**src/rtl/key_press_conditioner.sv**
```systemverilog
// ---------------------------------------------------------------------------
// key_press_conditioner
//
// Turns one raw active-low pushbutton into a clean single-cycle press pulse
// for the tug-of-war game logic (one instance per player). The raw key is
// synchronised, debounced with a consecutive-sample counter and converted
// into exactly one pulse per physical press. Holding the key never produces
// repeat pulses.
//
// Parameters:
//   DEBOUNCE_CYCLES - consecutive equal synchronised samples needed to accept
//                     a change of the debounced level (>= 2)
//   CNT_W           - debounce counter width, 2**CNT_W >= DEBOUNCE_CYCLES
//
// Ports:
//   clk    in  system clock (divided game clock)
//   reset  in  asynchronous, active-low reset
//   key_n  in  raw button, 0 = pressed, 1 = released, asynchronous to clk
//   en     in  1 = press pulses allowed, 0 = pulses suppressed (tracking
//              continues)
//   press  out one-cycle pulse marking an accepted press (registered)
//   held   out debounced level, 1 while an accepted press is in progress
//              (registered)
// ---------------------------------------------------------------------------
module key_press_conditioner #(
  parameter int DEBOUNCE_CYCLES = 4,
  parameter int CNT_W           = 3
) (
  input  logic clk,
  input  logic reset,
  input  logic key_n,
  input  logic en,
  output logic press,
  output logic held
);

  localparam int              SYNC_STAGES = 2;
  localparam logic [CNT_W-1:0] CNT_LAST   = CNT_W'(DEBOUNCE_CYCLES - 1);
  localparam logic [CNT_W-1:0] CNT_ONE    = CNT_W'(1);

  typedef enum logic [1:0] {
    RELEASED     = 2'd0,
    PRESS_WAIT   = 2'd1,
    PRESSED      = 2'd2,
    RELEASE_WAIT = 2'd3
  } state_t;

  // -------------------------------------------------------------------------
  // Two-flop synchroniser. Flops reset to 1 (released) so a key already held
  // low when reset lifts is seen as a fresh falling edge and fully debounced.
  // Only the last stage is used by the FSM.
  // -------------------------------------------------------------------------
  logic [SYNC_STAGES-1:0] sync_reg;
  logic                   sync_key;

  always_ff @(posedge clk or negedge reset) begin
    if (!reset) begin
      sync_reg <= '1;
    end else begin
      sync_reg <= {sync_reg[SYNC_STAGES-2:0], key_n};
    end
  end

  assign sync_key = sync_reg[SYNC_STAGES-1];

  // -------------------------------------------------------------------------
  // Debounce FSM
  // -------------------------------------------------------------------------
  state_t           state_reg, state_next;
  logic [CNT_W-1:0] cnt_reg, cnt_next;
  logic             accept_next;

  always_ff @(posedge clk or negedge reset) begin
    if (!reset) begin
      state_reg <= RELEASED;
      cnt_reg   <= '0;
    end else begin
      state_reg <= state_next;
      cnt_reg   <= cnt_next;
    end
  end

  always_comb begin
    state_next  = state_reg;
    cnt_next    = cnt_reg;
    accept_next = 1'b0;
    unique case (state_reg)
      RELEASED: begin
        if (!sync_key) begin
          state_next = PRESS_WAIT;
          cnt_next   = CNT_ONE;
        end else begin
          cnt_next   = '0;
        end
      end
      PRESS_WAIT: begin
        if (sync_key) begin
          // Low run too short: treat as a glitch.
          state_next = RELEASED;
          cnt_next   = '0;
        end else if (cnt_reg == CNT_LAST) begin
          state_next  = PRESSED;
          cnt_next    = '0;
          accept_next = 1'b1;
        end else begin
          cnt_next   = cnt_reg + CNT_ONE;
        end
      end
      PRESSED: begin
        if (sync_key) begin
          state_next = RELEASE_WAIT;
          cnt_next   = CNT_ONE;
        end
      end
      RELEASE_WAIT: begin
        if (!sync_key) begin
          // Bounce while releasing: still the same press, no new pulse.
          state_next = PRESSED;
          cnt_next   = '0;
        end else if (cnt_reg == CNT_LAST) begin
          state_next = RELEASED;
          cnt_next   = '0;
        end else begin
          cnt_next   = cnt_reg + CNT_ONE;
        end
      end
      default: begin
        state_next = RELEASED;
        cnt_next   = '0;
      end
    endcase
  end

  // -------------------------------------------------------------------------
  // Outputs. Both outputs lag the FSM state by one register so that press and
  // held rise on the same edge. en is sampled on the accept edge itself; a
  // press accepted while en=0 is simply dropped, it is never replayed later.
  // -------------------------------------------------------------------------
  logic accept_reg;
  logic press_reg;
  logic held_reg;

  always_ff @(posedge clk or negedge reset) begin
    if (!reset) begin
      accept_reg <= 1'b0;
      press_reg  <= 1'b0;
      held_reg   <= 1'b0;
    end else begin
      accept_reg <= accept_next & en;
      press_reg  <= accept_reg;
      held_reg   <= (state_reg == PRESSED) || (state_reg == RELEASE_WAIT);
    end
  end

  assign press = press_reg;
  assign held  = held_reg;

endmodule

```
**config.mk**
```make
export PLATFORM = sky130hd
export DESIGN_NAME = key_press_conditioner
export DESIGN_NICKNAME = d
export VERILOG_FILES = /design/src/rtl/key_press_conditioner.sv
export SDC_FILE = /design/constraint.sdc
export NUM_CORES = 1
export LEC_CHECK = 0
export BUFFER_PORTS_ARGS = -buffer_cell sky130_fd_sc_hd__buf_2
export CAP_MARGIN = 40
export CORE_AREA = 8 8 45 47
export CTS_CLUSTER_SIZE = 30
export DETAILED_ROUTE_END_ITERATION = 16
export DIE_AREA = 0 0 53 55
export SKIP_LAST_GASP = 1
export SLEW_MARGIN = 20
export SYNTH_ARGS = -nofsm -noshare
export SYNTH_HDL_FRONTEND = slang
export SYNTH_SLANG_ARGS = --single-unit
```
**constraint.sdc**
```tcl
create_clock -name clk -period 2.1 [get_ports clk]
set_input_delay 0.42 -clock clk [delete_from_list [all_inputs] [get_ports clk]]
set_output_delay 0.42 -clock clk [all_outputs]
set_load 0.05 [all_outputs]
```
==> results.txt, run 1 <==
top-count cell post-synth -> dfrtp_1
FMAX -> 0.799 GHz
post-synthesis sequential area ratio -> 57.2%
Final Core Density -> 36.2%
CP startpoint kind -> flip-flop
largest cells by area after synthesis -> dfrtp_1 (45%), dfstp_2 (12%), buf_6 (5.1%), nor4b_1 (4.0%), nor2b_4 (3.1%)
Post-CTS Setup Bufs -> 0
worst r2r path cells -> 3
overall routed net length -> 704 um
Layout area overhead -> 13.3%
Skew-Pair Late Insertion Delay -> 0.26 ns
net switching power -> 0.000212 W
outcome -> completed
layout cells sized above 1 -> 31.7%
Final Slew Violations -> 0
Post-DRT Antenna Nets -> 0
top cell type's share of synthesized area -> 45.3%
Crit-path slowest cell -> dfrtp_1
first-pass GRT wire length -> 1280 um
Final Hold Vio Count -> 0
Synth Register Bits -> 10
required time of the critical path -> 1.68 ns
CTS root buf -> clkbuf_4
Vias -> 282
CTS tree -> yes
Ys Warns -> 0
Post-synth ARST share -> 100%
worst flop-to-flop path startpoint -> cnt_reg[0]$_DFFE_PN0N_
post-CTS sizing -> 0
Mean Syn Cell Area -> 13.0 um^2
Worst Hold Path EP -> sync_reg[0]$_DFF_PN1_
max reg flops -> 3
DRC viols -> 0
sequence of cells on the critical path -> buf_2
Worst slew margin -> 79.5%
Final Setup Violations -> 0
Internal Power -> 0.000422 W
leakage power -> 0.219 nW
core area -> 1380 um^2
Synth Flop Type -> dfrtp_1
largest net degree at the start of global routing -> 11
worst-case clock buffer depth -> 2
Mapped Cells -> 34
die height -> 55 um
Cell Rows -> 14
worst hold path type -> in2reg
initial antenna violation count -> 0
Die Width -> 53 um
dpl cells -> 52
Mapped Area -> 442 um^2
PortBufs -> 5
r2r endpoint -> accept_reg$_DFF_PN0_
CTS H-tree lvls -> 1
Global Route Usage Sum -> 6.62%
nets@finish -> 47
I/O pins -> 6
Max-Cap Viols -> 0
die area -> 2920 um^2
slew at the pin closest to its max-slew limit -> 0.308 ns
post-DP HPWL -> 511 um
Worst Hold Path Cells -> 1
Critical path buffers and inverters -> 1
drt pass-1 iters -> 2
post-synth cell types -> 21
Clock Power Share -> 26.5%
P per Cell Area -> 1270 nW/um^2
Clock transition at path regs -> 0.06 ns
gpl congestion -> 0.674
final setup TNS -> 0 ns
Tcrit/Tclk final -> 59.6%
vias in the first global route -> 276
total CTS buffers -> 3
ant diodes -> 0
via density per instance -> 4.95
routed wire length per instance -> 12.4 um
cell taking the most area after synthesis -> dfrtp_1
CP peak stage delay -> 0.32 ns
R2R setup slack -> 0.86 ns
Critical Setup Path Class -> reg2out
power share of the sequential group -> 46.9%
worst-path maximum fanout -> 1
gr ovfl total -> 0
EDFF count, synth -> 0
hold_buf cts -> 0
Initial Util -> 31.9%
peak supply drop -> 0.379 mV
minimum clock period -> 1.25 ns
drt first-iter violations -> 2
unrepaired setup endpoints after global routing -> no
Switching Share -> 33.4%
crit path DAT -> 0.83 ns
Setup crit end kind -> primary output
Sink Count -> 10
Worst Skew -> 0.00256 ns
delay-heaviest family, CP -> flip-flops
Post-Syn Nets -> 39
hold path start -> key_n
Comb pwr share -> 26.6%
Final Non-Filler Cells -> 57
[worst register-to-register path, delay by kind of cell (launching register included)]
family / cells / cell delay (ns)
adders and majority gates: 1 / 0.27
and+or+nand+nor: 2 / 0.50
DFF: 1 / 0.37
[worst max-delay path by stage]
stage / cells past startpoint / start / end / slack (ns)
global route: 3 / cnt_reg[0]$_DFFE_PN0N_ / accept_reg$_DFF_PN0_ / 0.71
floorplan: 4 / flip-flop / cnt_reg[2]$_DFFE_PN0N_ / 0.94
detailed placement: 3 / flip-flop / cnt_reg[2]$_DFFE_PN0N_ / 0.87
CTS: 1 / held$_DFF_PN0_ / held / 0.83
global placement: 3 / flip-flop / cnt_reg[2]$_DFFE_PN0N_ / 0.87
finish: 1 / held$_DFF_PN0_ / held / 0.85
[through the flow]
step,hold WS (ns),cell area (um^2),power (W),worst slack (ns)
floorplan,0.124,442,0.000452,0.944
global placement,0.290,454,0.000465,0.874
detailed placement,0.291,454,0.000472,0.872
CTS,0.00618,490,0.000642,0.831
global route,0.223,500,0.000695,0.707
finish,0.256,500,0.000634,0.848
[power groups by stage]
stage          Combinational (W)  Clock (W)  Sequential, W
2_1_floorplan           0.000143          0       0.000309
3_3_place_gp            0.000166          0       0.000300
3_5_place_dp            0.000170          0       0.000302
4_1_cts                 0.000169   0.000175       0.000298
5_1_grt                 0.000189   0.000196       0.000310
6_report                0.000169   0.000168       0.000298
[layout make-up]
cell class                 count  area (um^2)
timing repair buffer           6         35.0
multi-input combinational     20          153
clock buffer                   4         36.3
tap                           16         20.0
fill                         132          883
inverter                       1         3.75
sequential                    10          253
[cells by family (layout without fill, tap and decap cells)]
logic type                 count (synthesis)  after routing  synth area share [%]
xor gates and xnor gates                   1              1                  1.98
adders and majority gates                  1              1                  2.83
DFF                                       10             10                  57.2
AOI/OAI and AO/OA                          5              5                  8.50
and+or+nand+nor                           13             13                  21.2
buffers and inverters                      4             11                  8.21
[layout by cell type, fill, tap and decap left out]
| cell | Yosys | layout |
|---|---|---|
| nor4b_1 | 2 | 2 |
| inv_1 | 1 | 1 |
| xnor2_1 | 1 | 1 |
| buf_2 | 0 | 5 |
| clkbuf_8 | 0 | 1 |
| dlygate4sd3_1 | 1 | 1 |
| a221oi_1 | 1 | 1 |
| clkbuf_4 | 0 | 3 |
| and2_1 | 1 | 1 |
| nor3_1 | 2 | 2 |
| o211ai_1 | 1 | 1 |
| nor3b_1 | 1 | 1 |
| ha_1 | 1 | 1 |
| nand2_1 | 2 | 2 |
| and3_4 | 1 | 1 |
| o31ai_1 | 1 | 1 |
| o21ai_0 | 1 | 1 |
| nor2b_4 | 1 | 1 |
| o31a_1 | 1 | 1 |
| dfrtp_1 | 8 | 8 |
| nand3b_1 | 1 | 1 |
| nand2b_1 | 2 | 2 |
| dfstp_2 | 2 | 2 |
[layer usage]
metal | GRT usage, % | wire length, um
met4 | 5.17 | 14
met1 | 6.70 | 317
met3 | 5.08 | 57
met5 | 0 | 0
met2 | 8.98 | 314
Note: power is estimated with default switching activity, not from simulation.
==> run 2: changes to the inputs <==
- clock period: 2.1 -> 1.1 ns (I/O delays scaled with it)
==> results.txt, run 2 (synthesis gave the netlist of run 1 again) <==
Sequential cell area -> 254 um^2 (was 253 um^2)
worst flop-to-flop path startpoint -> cnt_reg[1]$_DFFE_PN0N_ (was cnt_reg[0]$_DFFE_PN0N_)
Max-Cap Viols -> 0 (unchanged)
crit path DAT -> 1.28 ns (was 0.83 ns)
Global Route Usage Sum -> 5.79% (was 6.62%)
drt first-iter violations -> 5 (was 2)
core area -> 1380 um^2 (unchanged)
Layout fillers -> 133 (was 132)
Crit-path slowest cell -> dfrtp_1 (unchanged)
P per Cell Area -> 2350 nW/um^2 (was 1270 nW/um^2)
hold path start -> key_n (unchanged)
I/O pins -> 6 (unchanged)
worst-path maximum fanout -> 4 (was 1)
overall routed net length -> 738 um (was 704 um)
Clock transition at path regs -> 0.06 ns (about the same)
Die Width -> 53 um (unchanged)
CP startpoint kind -> flip-flop (unchanged)
Skew-Pair Late Insertion Delay -> 0.26 ns (about the same)
total CTS buffers -> 3 (unchanged)
Final Hold Vio Count -> 0 (unchanged)
leakage power -> 0.259 nW (was 0.219 nW)
largest net degree at the start of global routing -> 11 (unchanged)
Final Slew Violations -> 0 (unchanged)
slew at the pin closest to its max-slew limit -> 0.251 ns (was 0.308 ns)
Worst path depth -> 3 (was 1)
first-pass GRT wire length -> 1210 um (was 1280 um)
Final Setup Violations -> 3 (was 0)
most frequent cells in the layout -> buf_4 (9), dfrtp_1 (7), buf_2 (5) (was dfrtp_1 (8), buf_2 (5), clkbuf_4 (3))
die height -> 55 um (unchanged)
Tcrit/Tclk final -> 101%
layout cells sized above 1 -> 52.0% (was 31.7%)
failing checks -> negative setup slack
via density per instance -> 4.56 (was 4.95)
worst r2r path cells -> 3 (unchanged)
Setup crit end kind -> flip-flop (was primary output)
Final Core Density -> 42.7% (was 36.2%)
Critical Setup Path Class -> reg2reg (was reg2out)
Initial Util -> 31.9% (unchanged)
peak supply drop -> 1.04 mV (was 0.379 mV)
R2R setup slack -> -0.008 ns (was 0.86 ns)
worst hold slack -> 0.0678 ns (was 0.256 ns)
nets@finish -> 56 (was 47)
PortBufs -> 5 (unchanged)
sequence of cells on the critical path -> ha_4 > nand3b_1 > nor4b_2 (was buf_2)
die area -> 2920 um^2 (unchanged)
Cell Rows -> 14 (unchanged)
Layout area overhead -> 33.7% (was 13.3%)
final setup TNS -> -0.0166 ns (was 0 ns)
CP endpoint -> accept_reg$_DFF_PN0_ (was held)
worst hold path type -> in2reg (unchanged)
max reg flops -> 3 (unchanged)
Sink Count -> 10 (unchanged)
Vias -> 301 (was 282)
minimum clock period -> 1.11 ns
gr ovfl total -> 0 (unchanged)
ant diodes -> 0 (unchanged)
most common cell after layout, fill and taps aside -> buf_4 (was dfrtp_1)
DRC viols -> 0 (unchanged)
Worst slew margin -> 83.4% (was 79.5%)
CTS H-tree lvls -> 1 (unchanged)
worst-case clock buffer depth -> 2 (unchanged)
r2r endpoint -> accept_reg$_DFF_PN0_ (unchanged)
dpl ws -> -0.0896 ns (was 0.872 ns)
outcome -> complete, but fails checks (was completed)
gpl congestion -> 0.797 (was 0.674)
required time of the critical path -> 1.27 ns (was 1.68 ns)
FMAX -> 0.903 GHz
CTS tree -> yes (unchanged)
delay-heaviest family, CP -> simple AND/OR/NAND/NOR gates (was flip-flops)
unrepaired setup endpoints after global routing -> yes (was no)
drt pass-1 iters -> 3 (was 2)
Critical path buffers and inverters -> 0 (was 1)
CTS root buf -> clkbuf_4 (unchanged)
Post-DRT Antenna Nets -> 0 (unchanged)
Final WS setup -> -0.00797 ns (was 0.848 ns)
routed wire length per instance -> 11.2 um (was 12.4 um)
initial antenna violation count -> 0 (unchanged)
vias in the first global route -> 297 (was 276)
CP peak stage delay -> 0.41 ns (was 0.32 ns)
multi-input logic area -> 184 um^2 (was 153 um^2)
Worst Skew -> 0.00968 ns (was 0.00256 ns)
Crit. Startpoint -> cnt_reg[1]$_DFFE_PN0N_ (was held$_DFF_PN0_)
==> run 2: cell type report <==
class,count,area share (%)
tap,16,3.39
timing repair buffer,15,17.4
inverter,1,0.636
clock buffer,4,4.45
multi-input combinational,20,31.1
sequential,10,43.0
==> run 2: report_power, final <==
part / total, W / internal, W / switching (W) / leakage (nW)
Clock: 0.000248 / 0.000139 / 0.000108 / 0.0150
Sequential: 0.000578 / 0.000468 / 0.000110 / 0.125
Combinational: 0.000560 / 0.000309 / 0.000251 / 0.119
Total: 0.00139 / 0.000916 / 0.000470 / 0.259
==> run 2: timing repair <==
item / in CTS / in global routing
pin swaps: 0 / 3
endpoints found under the hold margin: 8 / 0
setup buffers: 2 / 2
cloned: 0 / 0
hold buffers: 1 / 0
setup endpoints to repair: 3 / 5
gates resized for setup: 5 / 1
==> run 2: worst min path at each step <==
stage / cells after the start / slack (ns) / endpoint
after floorplan: 0 / -0.08 / async pin
after global placement: 1 / 0.09 / state_reg[0]$_DFFE_PN0P_
after detailed placement: 1 / 0.09 / state_reg[0]$_DFFE_PN0P_
after CTS: 1 / 0.05 / sync_reg[0]$_DFF_PN1_
after global routing: 1 / 0.04 / sync_reg[0]$_DFF_PN1_
final: 1 / 0.07 / sync_reg[0]$_DFF_PN1_
==> run 2: per-stage QoR <==
stage,cell area (um^2),instances,power [W]
4_1_cts,566,64,0.00132
2_1_floorplan,442,34,0.000869
5_1_grt,591,66,0.00149
3_3_place_gp,492,57,0.000986
6_report,591,66,0.00139
3_5_place_dp,492,57,0.000990
==> run 2: routing by layer <==
layer	part of all wire [%]	track usage, %	vias to the layer above
met2	46	7.62	7
met4	0	1.29	0
li1	-	-	151
met1	46	7.32	143
met3	8.3	4.28	0
met5	0	0	-
==> run 3: changes to the inputs <==
- BUFFER_PORTS_ARGS: -buffer_cell sky130_fd_sc_hd__buf_2 -> -buffer_cell sky130_fd_sc_hd__clkbuf_2
==> results.txt, run 3 (synthesis gave the netlist of run 1 again) <==
CTS tree -> yes (unchanged)
Clock Power Share -> 19.0% (was 17.9%)
Setup crit end kind -> flip-flop (unchanged)
Vias -> 294 (was 301)
Final Slew Violations -> 0 (unchanged)
power share of the sequential group -> 40.7% (was 41.7%)
most common cell after layout, fill and taps aside -> buf_4 (unchanged)
die height -> 55 um (unchanged)
Die Width -> 53 um (unchanged)
Critical Setup Path Class -> reg2reg (unchanged)
routed wire length per instance -> 13.1 um (was 11.2 um)
fin area -> 583 um^2 (was 591 um^2)
Max-Cap Viols -> 0 (unchanged)
P per Cell Area -> 2400 nW/um^2 (was 2350 nW/um^2)
via density per instance -> 4.59 (was 4.56)
most frequent cells in the layout -> buf_4 (8), dfrtp_1 (7), clkbuf_4 (3), clkbuf_2 (3) (was buf_4 (9), dfrtp_1 (7), buf_2 (5))
Comb pwr share -> 40.3% (was 40.4%)
drt first-iter violations -> 6 (was 5)
Worst Hold Path Cells -> 1 (unchanged)
hold path start -> key_n (unchanged)
gpl congestion -> 0.807 (was 0.797)
slew at the pin closest to its max-slew limit -> 0.237 ns (was 0.251 ns)
post-DP HPWL -> 554 um
Switching Share -> 35.9% (was 33.9%)
die area -> 2920 um^2 (unchanged)
peak supply drop -> 1.26 mV (was 1.04 mV)
vias in the first global route -> 303 (was 297)
worst flop-to-flop path startpoint -> state_reg[0]$_DFFE_PN0P_ (was cnt_reg[1]$_DFFE_PN0N_)
Cell Rows -> 14 (unchanged)
FMAX -> 0.912 GHz (was 0.903 GHz)
initial antenna violation count -> 0 (unchanged)
Internal Power -> 0.000898 W (was 0.000916 W)
nets@finish -> 54 (was 56)
Worst slew margin -> 84.1% (was 83.4%)
Global Route Usage Sum -> 7.16% (was 5.79%)
I/O pins -> 6 (unchanged)
R2R setup slack -> 0.003 ns (was -0.008 ns)
required time of the critical path -> 1.25 ns (was 1.27 ns)
crit path DAT -> 1.24 ns (was 1.28 ns)
Clock transition at path regs -> 0.07 ns (was 0.06 ns)
net switching power -> 0.000502 W (was 0.000470 W)
outcome -> completed (was complete, but fails checks)
layout cells sized above 1 -> 52.1% (was 52.0%)
worst-case clock buffer depth -> 2 (unchanged)
Placed Area -> 484 um^2 (was 492 um^2)
core area -> 1380 um^2 (unchanged)
final setup TNS -> 0 ns (was -0.0166 ns)
Layout area overhead -> 32.0% (was 33.7%)
CP startpoint kind -> flip-flop (unchanged)
drt pass-1 iters -> 2 (was 3)
Final Core Density -> 42.1% (was 42.7%)
first-pass GRT wire length -> 1350 um (was 1210 um)
Final Hold Vio Count -> 0 (unchanged)
unrepaired setup endpoints after global routing -> yes (unchanged)
CTS root buf -> clkbuf_4 (unchanged)
Sink Count -> 10 (unchanged)
ant diodes -> 0 (unchanged)
worst r2r path cells -> 3 (unchanged)
worst-path maximum fanout -> 6 (was 4)
Tcrit/Tclk final -> 99.7% (was 101%)
max reg flops -> 3 (unchanged)
Worst Skew -> 0.0174 ns (was 0.00968 ns)
gr ovfl total -> 0 (unchanged)
leakage power -> 0.252 nW (was 0.259 nW)
minimum clock period -> 1.10 ns (was 1.11 ns)
DRC viols -> 0 (unchanged)
overall routed net length -> 836 um (was 738 um)
worst hold path type -> in2reg (unchanged)
Skew-Pair Late Insertion Delay -> 0.28 ns (was 0.26 ns)
Initial Util -> 31.9% (unchanged)
CTS H-tree lvls -> 1 (unchanged)
largest net degree at the start of global routing -> 11 (unchanged)
Worst Hold Path EP -> sync_reg[0]$_DFF_PN1_ (unchanged)
Post-DRT Antenna Nets -> 0 (unchanged)
total CTS buffers -> 3 (unchanged)
Final Setup Violations -> 0 (was 3)
r2r endpoint -> cnt_reg[2]$_DFFE_PN0N_ (was accept_reg$_DFF_PN0_)
PortBufs -> 5 (unchanged)
## run 3: cell count changes in the layout (fill, tap and decap cells not counted)
cell and delta:
buf_2 -4, buf_4 -1, clkbuf_2 +3, o31ai_1 -1, o31ai_2 +1
## run 3: timing repair
item,4_1_cts,5_1_grt
buffers inserted,1,2
endpoints found under the setup margin,4,6
hold buffers,1,0
gates resized for setup,4,6
endpoints found under the hold margin,8,0
pin swaps,1,1
## run 3: per-layer routing
layer,track usage [%],part of all wire [%],vias to the layer above
met2,10.2,49,8
met4,7.76,4.5,0
met5,0,0,-
met3,5.08,9.0,4
met1,6.37,37,134
li1,-,-,148
## run 3: through the flow
step | total power [W] | hold WS (ns) | setup slack, ns | cells
2_1_floorplan | 0.000869 | -0.0756 | -0.00128 | 34
3_3_place_gp | 0.000962 | 0.0964 | -0.0444 | 56
3_5_place_dp | 0.000974 | 0.0944 | -0.0650 | 56
4_1_cts | 0.00133 | 0.0298 | -0.00338 | 62
5_1_grt | 0.00149 | 0.0342 | -0.0620 | 64
6_report | 0.00140 | 0.0361 | 0.00343 | 64
## run 3: worst max path at each step
stage	start	slack, ns	end	cells after the start
finish	state_reg[0]$_DFFE_PN0P_	0.003	cnt_reg[2]$_DFFE_PN0N_	3
CTS	cnt_reg[0]$_DFFE_PN0N_	-0.003	cnt_reg[0]$_DFFE_PN0N_	4
floorplan	flip-flop	-0.001	cnt_reg[2]$_DFFE_PN0N_	4
global placement	cnt_reg[0]$_DFFE_PN0N_	-0.04	cnt_reg[2]$_DFFE_PN0N_	3
detailed placement	cnt_reg[0]$_DFFE_PN0N_	-0.06	cnt_reg[2]$_DFFE_PN0N_	3
global route	cnt_reg[0]$_DFFE_PN0N_	-0.06	accept_reg$_DFF_PN0_	3
## run 3: worst max-delay path, cell delays in order, from the launching register on
cell and delay [ns]:
dfrtp_2 0.44, and3_4 0.18, nor2b_4 0.11, o31a_1 0.23
## run 3: power groups by stage
| stage | Sequential [W] | Combinational [W] | Clock [W] |
|---|---|---|---|
| floorplan | 0.000590 | 0.000279 | 0 |
| global placement | 0.000555 | 0.000407 | 0 |
| detailed placement | 0.000557 | 0.000417 | 0 |
| CTS | 0.000564 | 0.000487 | 0.000276 |
| global route | 0.000585 | 0.000617 | 0.000285 |
| finish | 0.000570 | 0.000565 | 0.000265 |
## run 3: layout make-up
class	count	area, um^2
Fill cell	137	801
Sequential cell	10	254
Multi-Input combinational cell	20	189
Timing Repair Buffer	13	90.1
Clock buffer	4	26.3
Tap cell	16	20.0
Inverter	1	3.75
